File: config.mk
export PLATFORM = sky130hd
export DESIGN_NAME = counter_updown_mod
export DESIGN_NICKNAME = d
export VERILOG_FILES = /design/src/rtl/counter_updown_mod.sv
export SDC_FILE = /design/constraint.sdc
export NUM_CORES = 1
export LEC_CHECK = 0
export CORE_UTILIZATION = 45
export DETAILED_ROUTE_END_ITERATION = 6
export GPL_TIMING_DRIVEN = 0
export HOLD_SLACK_MARGIN = 0.12
export PLACE_DENSITY = 0.7
export SLEW_MARGIN = 30
export SYNTH_ARGS = -nofsm -noshare
export SYNTH_HDL_FRONTEND = slang
export SYNTH_SLANG_ARGS = --single-unit
export TNS_END_PERCENT = 30
File: constraint.sdc
create_clock -name clock -period 6 [get_ports clock]
set_clock_uncertainty 0.05 [all_clocks]
set_input_delay 0.6 -clock clock [delete_from_list [all_inputs] [get_ports clock]]
set_output_delay 0.6 -clock clock [all_outputs]
set_load 0.005 [all_outputs]
File: src/rtl/counter_updown_mod.sv
// Up/down counter with programmable modulo limit and step, wrap or saturate mode,
// clamped load, a selectable threshold comparator and registered event pulses.
module counter_updown_mod #(
  parameter int unsigned N      = 8,
  parameter int unsigned STEP_W = 4
) (
  input  logic              clock,
  input  logic              reset_n,
  input  logic              enable,
  input  logic              dec,
  input  logic              load,
  input  logic [N-1:0]      load_value,
  input  logic [STEP_W-1:0] step,
  input  logic [N-1:0]      limit,
  input  logic              sat_mode,
  input  logic [N-1:0]      thr_value,
  input  logic [1:0]        thr_mode,
  output logic [N-1:0]      count,
  output logic              threshold,
  output logic              thr_rise,
  output logic              wrap_pulse,
  output logic              at_zero,
  output logic              at_limit
);

  typedef enum logic [1:0] {
    THR_GT = 2'b00,
    THR_GE = 2'b01,
    THR_EQ = 2'b10,
    THR_LT = 2'b11
  } thr_mode_t;

  logic [N:0]   cnt_x;
  logic [N:0]   lim_x;
  logic [N:0]   lim1;
  logic [N:0]   step_x;
  logic [N:0]   s;
  logic [N:0]   sum;
  logic [N:0]   wrap_up;
  logic [N:0]   wrap_dn;
  logic [N-1:0] next_count;
  logic         next_wrap;
  logic         thr_q;
  thr_mode_t    mode;

  // All step arithmetic is N+1 bits wide so limit+1 and count+s never overflow.
  assign cnt_x   = {1'b0, count};
  assign lim_x   = {1'b0, limit};
  assign lim1    = lim_x + 1'b1;
  assign step_x  = {{(N + 1 - STEP_W){1'b0}}, step};
  assign s       = (step_x > lim1) ? lim1 : step_x;
  assign sum     = cnt_x + s;
  assign wrap_up = sum - lim1;
  assign wrap_dn = cnt_x + lim1 - s;

  always_comb begin
    next_count = count;
    next_wrap  = 1'b0;
    if (load) begin
      next_count = (load_value > limit) ? limit : load_value;
    end else if (count > limit) begin
      next_count = limit;
    end else if (enable && (s != '0)) begin
      if (!dec) begin
        if (sum <= lim_x) begin
          next_count = sum[N-1:0];
        end else begin
          next_count = sat_mode ? limit : wrap_up[N-1:0];
          next_wrap  = 1'b1;
        end
      end else begin
        if (cnt_x >= s) begin
          next_count = cnt_x[N-1:0] - s[N-1:0];
        end else begin
          next_count = sat_mode ? '0 : wrap_dn[N-1:0];
          next_wrap  = 1'b1;
        end
      end
    end
  end

  always_ff @(posedge clock) begin
    if (!reset_n) begin
      count      <= '0;
      wrap_pulse <= 1'b0;
      thr_q      <= 1'b1;
    end else begin
      count      <= next_count;
      wrap_pulse <= next_wrap;
      thr_q      <= threshold;
    end
  end

  assign mode = thr_mode_t'(thr_mode);

  always_comb begin
    threshold = 1'b0;
    case (mode)
      THR_GT:  threshold = (count >  thr_value);
      THR_GE:  threshold = (count >= thr_value);
      THR_EQ:  threshold = (count == thr_value);
      THR_LT:  threshold = (count <  thr_value);
      default: threshold = 1'b0;
    endcase
  end

  assign thr_rise = threshold & ~thr_q;
  assign at_zero  = (count == '0);
  assign at_limit = (count == limit);

endmodule
; ---- After elaboration in Yosys (flattened, before gate mapping)
; Cells that the tools add are included.
[totals]
reg_bits = 10
inputBits = 36
out_inout_bits = 13
wordCells = 46
[classes]
n_addsub = 6
n_lt_le_gt_ge = 8
eq_ne = 5
mux = 14
n_bitwise = 4
reduce_logical = 6
[ops]
columns = op, count
row1 = 2-to-1 mux 8 bit, 9
row2 = greater-than comparator 8 bit, 3
row3 = subtractor 8 bit, 3
row4 = equality test 8 bit, 2
row5 = adder 8 x 1 -> 9 bit (second input constant), 1
row6 = adder 8 x 9 -> 9 bit, 1
row7 = greater-or-equal comparator 8 x 9 -> 1 bit, 1
row8 = greater-than comparator 4 x 9 -> 1 bit, 1
row9 = <= comparator 9 x 8 -> 1 bit, 1
row10 = 2-to-1 mux 9 bit, 1
row11 = nonzero test 9 bit, 1
row12 = adder 8 bit, 1
row13 = greater-or-equal comparator 8 bit, 1
row14 = zero test 8 bit, 1
row15 = less-than comparator 8 bit, 1
row16 = equality test 2 bit (second input constant), 2
row17 = case mux 1 bit (4 select lines), 1
row18 = OR reduction 4 bit, 1
row19 = 2-to-1 mux 1 bit, 3
row20 = NOT 1 bit, 3
row21 = nonzero test 3 bit, 1
row22 = equality test 2 x 1 -> 1 bit (second input constant), 1
row23 = zero test 2 bit, 1
row24 = AND 1 bit, 1
row25 = logical AND 1 bit, 1

; ---- Depth between registers and ports, before layout
; Gate-level depths: netlist (run 1).
[logic_depth]
ltp_word = 11
depth_mapped = 27
depth_no_buf = 26

; ---- Worst setup path after synthesis (run 1)
; OpenSTA, ideal clock, no wires.
[synth_path]
path_type = input -> register
startpoint = input port limit[0]
endpoint = register count[0]
setup_time_ns = 0.086
t_arrival_ns = 6.040
setup_slack_ns = -0.176
path_stages = 27
cell_sequence = ha_1 > inv_1 > ha_1 > nor2b_1 > a2bb2oi_1 > maj3_2 > a21oi_1 > nor3_2 > mux2i_1 > ha_1 > inv_1 > fa_1 > nand2b_1 > a211o_1 > a21oi_1 > nor2_1 > xor2_1 > ha_1 > o21a_1 > o221ai_1 > a31oi_1 > a2111oi_4 > buf_2 > a21boi_0 > nor2_1 > o21ai_0 > a221oi_2
[synth_via]
elab_chain_len = 11
elab_cells_between_ends = 24
classes_between = add/sub (6) / order compare (5) / mux (10) / reduce/logical (3)
[synth_rtl]
columns = element, line
row1 = "start, declared", 14  ; input logic [N-1:0] limit,
row2 = adder 8 x 1 -> 9 bit, 49  ; assign lim1 = lim_x + 1'b1;
row3 = greater-than comparator 4 x 9 -> 1 bit, 51  ; assign s = (step_x > lim1) ? lim1 : step_x;
row4 = 2-to-1 mux 9 bit, 51
row5 = adder 8 x 9 -> 9 bit, 52  ; assign sum = cnt_x + s;
row6 = subtractor 8 bit, 53  ; assign wrap_up = sum - lim1;
row7 = 2-to-1 mux 8 bit, 68  ; next_count = sat_mode ? limit : wrap_up[N-1:0];
row8 = 2-to-1 mux 8 bit, 65  ; if (sum <= lim_x) begin
row9 = 2-to-1 mux 8 bit, 64  ; if (!dec) begin
row10 = 2-to-1 mux 8 bit, 63  ; end else if (enable && (s != '0)) begin
row11 = 2-to-1 mux 8 bit, 61  ; end else if (count > limit) begin
row12 = 2-to-1 mux 8 bit, 59  ; if (load) begin
row13 = "end signal, assigned", 88  ; count <= next_count;
row14 = "end, declared", 18  ; output logic [N-1:0] count,
; Several ways; a longest one is shown, not always the timed one. The select of a mux whose other input is x is not followed.
; A chain may end at the register's enable or synchronous reset.

; ---- Worst setup path after layout (run 1)
[layout_path]
startpoint = input port limit[3]
endpoint = register count[3]
; The elaborated chain is that of the path after synthesis.

==> reports/results.tsv, run 1 <==
stage	metric	value	unit
floorplanning	die_w	90.1	um
placement	hpwlAfterDp	8750	um
route	drc	0	
global_route	antenna_found_initial	0	
route	via_per_inst	5.79	
timing	finalCriticalPeriod	5.87	ns
power	power_density	294	nW/um^2
worst_setup_path	startpoint_type	primary input	
hold_path	min_delay_path_depth	2	
floorplanning	start_util	47.4	%
placement	port_buffers	47	
global_route	grt_pass1_vias	3375	
placement	placed_cell_area	4130	sq um
route	detail_route.wl_per_cell	18.1	um
clock_tree	cts_tree	yes	
timing	setup_violations	0	
floorplanning	die_area	8110	sq um
logic_synthesis	async_reset_ff_share	0	%
floorplanning	die_h	90.1	um
logic_synthesis	synth_area_leaders	ha_1 (23%), dfxtp_1 (5.7%), fa_1 (5.7%)	
worst_setup_path	endpoint_kind	flop	
timing	hold_ws	0.580	ns
logic_synthesis	yosysWarnings	0	
timing	tightest_slew	0.979	ns
logic_synthesis	yosysUniqueCellTypes	71	
global_route	grt_max_degree	13	
logic_synthesis	synth-seq-area-share	5.74	%
clock_tree	cts_made_buffers	3	
clock_tree	h-tree-depth	1	
logic_synthesis	ys_seq_elements	10	
power	total_power	1.29	mW
worst_setup_path	crit_arrival	5.94	ns
floorplanning	io_pins	49	
clock_tree	insertion_delay	0.25	ns
hold_path	hold_class	reg -> reg	
final_layout	finish.instance_area	4380	sq um
logic_synthesis	avgSynthCellArea	8.04	sq um
route	drt-initial-drc-count	254	
global_route	track_usage	26.6	%
final_layout	final_net_count	618	
final_layout	syn_to_final_growth	25.5	%
route	dr_total_vias	3499	
final_layout	antenna_cells	0	
timing	fmax	170	MHz
logic_synthesis	yosys.area.top_type	ha_1	
floorplanning	core_region_area	7370	sq um
logic_synthesis	synth_top_flop_cell	dfxtp_1	
final_layout	drive_gt1_share	14.9	%
clock_tree	cts_hold_buf	0	
timing	slew_violations	0	
timing	hold_viol	0	
timing	fin_crit_sh	97.8	%
floorplanning	floorplan.rows	31	
run	cap_violations	0	
global_route	grt_overflow	0	
logic_synthesis	yosysTopAreaCellShare	23.3	%
worst_setup_path	r2r.worst_path.cells	17	
clock_tree	cts.clk_slew.worst_paths	0.05	ns
logic_synthesis	synthCells	434	
logic_synthesis	synth_edf_count	0	
clock_tree	clockBufferDepth	2	
power	ir_worst_vdd	0.165	mV
clock_tree	root_buffer	clkbuf_8	
route	wl	10900	um
worst_setup_path	cp_max_fo	10	
worst_setup_path	crit_required	6.07	ns
timing	slew-limit-headroom	34.7	%
logic_synthesis	syn-cell-area	3490	sq um
global_route	grt_pass1_wl	17200	um
route	ant_nets	0	
clock_tree	cts.sinks	10	
placement	gp_congestion	0.900	
outcome	run_status	complete, no violations	
power	p_leak	1.96	nW
worst_setup_path	critical_path_class	in -> reg	
route	first_pass_iters	5	
==> per-stage QoR <==
stage	TNS, ns	util, %	setup slack (ns)	cells
after floorplan	0	-	0.0433	445
after global placement	-14.11	56.1	-1.67	591
after detailed placement	-14.60	56.1	-1.74	591
after CTS	0	58.1	0.0201	602
after global routing	-0.0748	59.4	-0.0397	604
final	0	59.4	0.131	604
==> repair_timing <==
item | 4_1_cts | 5_1_grt
pin swaps | 8 | 13
endpoints found under the setup margin | 9 | 9
buffers inserted | 8 | 2
gates resized for setup | 24 | 14
==> power breakdown <==
part | switching (mW) | internal (mW) | total, mW
logic | 0.598 | 0.490 | 1.09
registers | 0.0384 | 0.0811 | 0.120
clock network | 0.0353 | 0.0445 | 0.0798
total | 0.672 | 0.615 | 1.29
==> metal layers <==
metal	routed length, um	share of wire [%]	global-route usage (%)	vias to the layer above
li1	-	-	-	1707
met1	5020	46	36.5	1641
met2	4980	46	43.2	128
met3	658	6.0	3.30	23
met4	260	2.4	8.33	0
met5	0	0	0	-
==> registers in the layout, indices dropped and copies added, names as in the netlist <==
| register | cells |
|---|---|
| count | 8 |
| wrap_pulse | 1 |
| thr_q | 1 |
==> kinds of logic after synthesis <==
logic type                 share of synthesized area [%]
AOI/OAI and AO/OA                                   26.8
xor gates and xnor gates                            9.39
adders and majority gates                           30.3
buffers and inverters                               6.88
DFF                                                 5.74
muxes                                               3.01
other                                              0.215
and+or+nand+nor                                     17.7
==> path summary, 6_finish.rpt <==
check / startpoint / end / slack (ns)
worst min register to register: count[2] / count[2] / 0.58
worst max register to register: count[1] / count[3] / 1.71
worst min-delay path: count[2] / count[2] / 0.58
worst max-delay path: limit[3] / count[3] / 0.13
==> final cells by class <==
class / instances / area [sq um]
inverter: 53 / 199
multi-input combinational: 373 / 3230
tap: 99 / 124
clock buffer: 3 / 41.3
timing repair buffer: 57 / 546
buffer: 9 / 43.8
fill: 690 / 2990
sequential: 10 / 200
==> Yosys cell counts (3+ instances only) <==
| cell type | instances |
|---|---|
| clkbuf_1 | 5 |
| nand2_1 | 20 |
| nand3_1 | 13 |
| inv_1 | 51 |
| o21ai_0 | 9 |
| a221oi_2 | 3 |
| nor3_1 | 3 |
| or3_1 | 4 |
| nor2_1 | 35 |
| a21oi_1 | 33 |
| xor2_1 | 8 |
| dfxtp_1 | 10 |
| nand2b_1 | 3 |
| a211oi_1 | 5 |
| nand4_1 | 5 |
| o22ai_1 | 3 |
| mux2_2 | 4 |
| nor2b_1 | 6 |
| a31oi_1 | 3 |
| xnor2_1 | 17 |
| o211ai_1 | 5 |
| o21a_1 | 10 |
| a21o_1 | 10 |
| fa_1 | 10 |
| nor4_1 | 4 |
| a21oi_2 | 3 |
| or2_2 | 3 |
| o221ai_1 | 5 |
| xnor2_2 | 4 |
| a211oi_2 | 3 |
| and3_1 | 5 |
| buf_2 | 3 |
| ha_1 | 65 |
| o21bai_1 | 9 |
| mux2i_1 | 6 |
==> worst max-delay path: stages <==
cell and delay (ns):
clkdlybuf4s50_1 0.56, and3_4 0.25, and3_1 0.18, o2111ai_2 0.23
nor3_2 0.30, mux2i_2 0.27, ha_2 0.21, inv_1 0.05
fa_2 0.35, nand2b_4 0.15, a211o_1 0.33, a21oi_2 0.12
nor2_1 0.07, xor2_2 0.18, ha_4 0.30, nand4b_1 0.14
nor2_1 0.14, nand2_1 0.10, a2111oi_4 0.46, clkbuf_4 0.29
a21o_1 0.12, a31oi_1 0.10, a211oi_1 0.29, o31ai_1 0.12
==> cells in the final DEF (no fill, tap or decap), types with 7 or more instances in the layout <==
cell type / n
inv_1: 49
clkdlybuf4s50_1: 43
nor2_1: 35
o21ai_0: 9
a21oi_1: 31
xor2_1: 7
fa_1: 9
conb_1: 13
xnor2_1: 17
ha_1: 61
a21o_1: 10
o21bai_1: 9
buf_4: 11
nand2_1: 20
dfxtp_1: 10
o21a_1: 10
nand3_1: 13
Power figures use the tool's default switching activity.
==> run 2: changes to the inputs <==
--- a/config.mk
+++ b/config.mk
@@ -9,7 +9,7 @@
 export DETAILED_ROUTE_END_ITERATION = 6
 export GPL_TIMING_DRIVEN = 0
 export HOLD_SLACK_MARGIN = 0.12
-export PLACE_DENSITY = 0.7
+export PLACE_DENSITY = 0.66
 export SLEW_MARGIN = 30
 export SYNTH_ARGS = -nofsm -noshare
 export SYNTH_HDL_FRONTEND = slang
==> constraint.sdc (replaced) <==
create_clock -name clock -period 6.85 [get_ports clock]
set_clock_uncertainty 0.05 [all_clocks]
set_input_delay 0.685 -clock clock [delete_from_list [all_inputs] [get_ports clock]]
set_output_delay 0.685 -clock clock [all_outputs]
set_load 0.005 [all_outputs]
==> reports/results.tsv, run 2 (synthesized netlist as in run 1, its figures left out) <==
stage	metric	value	unit	change
final_layout	syn_to_final_growth	22.6	%	was 25.5%
global_route	grt_overflow	0		unchanged
power	p_leak	1.93	nW	was 1.96 nW
floorplanning	core_region_area	7370	sq um	unchanged
route	ant_nets	0		unchanged
hold_path	hold_class	reg -> reg		unchanged
final_layout	layout_common_cells	ha_1 (63), inv_1 (51), clkdlybuf4s50_1 (45)		was ha_1 (61), inv_1 (49), clkdlybuf4s50_1 (43)
global_route	grt_pass1_wl	17200	um	about the same
final_layout	drive_gt1_share	11.9	%	was 14.9%
worst_setup_path	critical_path_class	in -> reg		unchanged
timing	hold_viol	0		unchanged
final_layout	largest_register_ff_count	8		unchanged
worst_setup_path	crit_family	compound AO/OA/AOI/OAI gates		unchanged
global_route	grt_max_degree	13		unchanged
placement	gp_congestion	0.900		unchanged
route	first_pass_iters	5		unchanged
clock_tree	cts_hold_buf	0		unchanged
power	ir_worst_vdd	0.116	mV	was 0.165 mV
worst_setup_path	crit_required	6.95	ns	was 6.07 ns
final_layout	antenna_cells	0		unchanged
placement	port_buffers	47		unchanged
floorplanning	die_h	90.1	um	unchanged
clock_tree	h-tree-depth	1		unchanged
timing	fin_crit_sh	95.6	%	
timing	fmax	153	MHz	
worst_setup_path	cp_max_fo	5		was 10
global_route	track_usage	26.9	%	was 26.6%
final_layout	regMostFlops	count		unchanged
placement	dp_cells	591		unchanged
timing	setup_violations	0		unchanged
floorplanning	die_w	90.1	um	unchanged
clock_tree	cts.clk_slew.worst_paths	0.05	ns	about the same
floorplanning	io_pins	49		unchanged
final_layout	final_net_count	616		was 618
clock_tree	clockBufferDepth	2		unchanged
power	power_density	253	nW/um^2	was 294 nW/um^2
placement	hpwlAfterDp	9120	um	was 8750 um
route	via_per_inst	5.88		was 5.79
route	drt-initial-drc-count	180		was 254
outcome	run_status	complete, no violations		unchanged
final_layout	layout_commonest_cell	ha_1		unchanged
route	detail_route.wl_per_cell	18.3	um	was 18.1 um
floorplanning	start_util	47.4	%	unchanged
floorplanning	floorplan.rows	31		unchanged
route	dr_total_vias	3539		was 3,499
run	cap_violations	0		unchanged
worst_setup_path	critical_path_buf_inv_count	4		was 3
final_layout	fill_cells	714		was 690
final_layout	fin_cells	602		was 604
floorplanning	die_area	8110	sq um	unchanged
timing	slew_violations	0		unchanged
worst_setup_path	r2r_slack	2.45	ns	was 1.71 ns
clock_tree	cts_made_buffers	3		unchanged
timing	tightest_slew	0.845	ns	was 0.979 ns
clock_tree	cts.sinks	10		unchanged
global_route	antenna_found_initial	0		unchanged
route	drc	0		unchanged
final_layout	top_regs	count: 8 flops, thr_q: 1 flops, wrap_pulse: 1 flops		unchanged
clock_tree	insertion_delay	0.24	ns	was 0.25 ns
worst_setup_path	startpoint_type	primary input		unchanged
worst_setup_path	crit_arrival	6.65	ns	was 5.94 ns
final_layout	utilization	58.0	%	was 59.4%
clock_tree	cts_tree	yes		unchanged
worst_setup_path	slowest_stage	fa_2		was clkdlybuf4s50_1
clock_tree	root_buffer	clkbuf_8		unchanged
timing	slew-limit-headroom	43.7	%	was 34.7%
timing	finalCriticalPeriod	6.55	ns	
route	wl	11000	um	was 10,900 um
global_route	grt_pass1_vias	3304		was 3,375
worst_setup_path	max_stage_delay	0.36	ns	was 0.56 ns
worst_setup_path	endpoint_kind	flop		unchanged
## run 2: cell count changes in the layout (fill, tap and decap cells not counted), sizes merged
cell | before | now
buf | 14 | 13
dlymetal6s2s | 1 | 0
clkbuf | 10 | 8
clkdlybuf4s50 | 43 | 45
## run 2: worst paths after layout
check,start,endpoint,cells past startpoint
worst max-delay path,limit[1],count[7],28
worst max register to register,count[1],count[7],17
worst min register to register,count[1],count[1],2
worst min-delay path,count[1],count[1],2
## run 2: layout make-up
| class | instances | area (sq um) | area share [%] |
|---|---|---|---|
| inverter | 53 | 199 | 4.65 |
| sequential | 10 | 200 | 4.68 |
| multi-input combinational | 373 | 3150 | 73.6 |
| clock buffer | 3 | 41.3 | 0.965 |
| timing repair buffer | 55 | 524 | 12.3 |
| buffer | 9 | 41.3 | 0.965 |
| tap | 99 | 124 | 2.90 |
## run 2: tightest hold or removal path: stages, from the launching register on
cell and delay, ns:
dfxtp_1 0.41, nand2_1 0.10, a21oi_1 0.06
## run 2: power by group
group	switching [mW]	internal, mW	leakage [nW]
sequential	0.0303	0.0711	0.0829
clock	0.0249	0.0387	0.0216
combinational	0.509	0.409	1.82
total	0.564	0.518	1.93
## run 2: metal layers
metal	part of all wire [%]	track usage (%)
met4	1.9	7.26
met5	0	0
met2	47	44.4
met1	47	37.3
met3	4.9	2.62
## run 2: through the flow
stage          setup TNS, ns  power [mW]  hold slack, ns  area [sq um]  setup WS, ns
5_1_grt              -0.0365        1.17           0.622          4280       -0.0365
3_3_place_gp          -10.44       0.946           0.568          4130         -1.23
6_report                   0        1.08           0.572          4280         0.301
2_1_floorplan              0       0.732           0.501          3530         0.589
3_5_place_dp          -11.54       0.968           0.566          4130         -1.38
4_1_cts                    0        1.06           0.574          4230         0.192
## run 2: what timing repair did
action / in CTS / in global routing
buffers inserted: 5 / 3
setup endpoints to repair: 9 / 7
hold endpoints to repair: 0 / 0
pin swaps: 3 / 3
resized for setup: 8 / 7
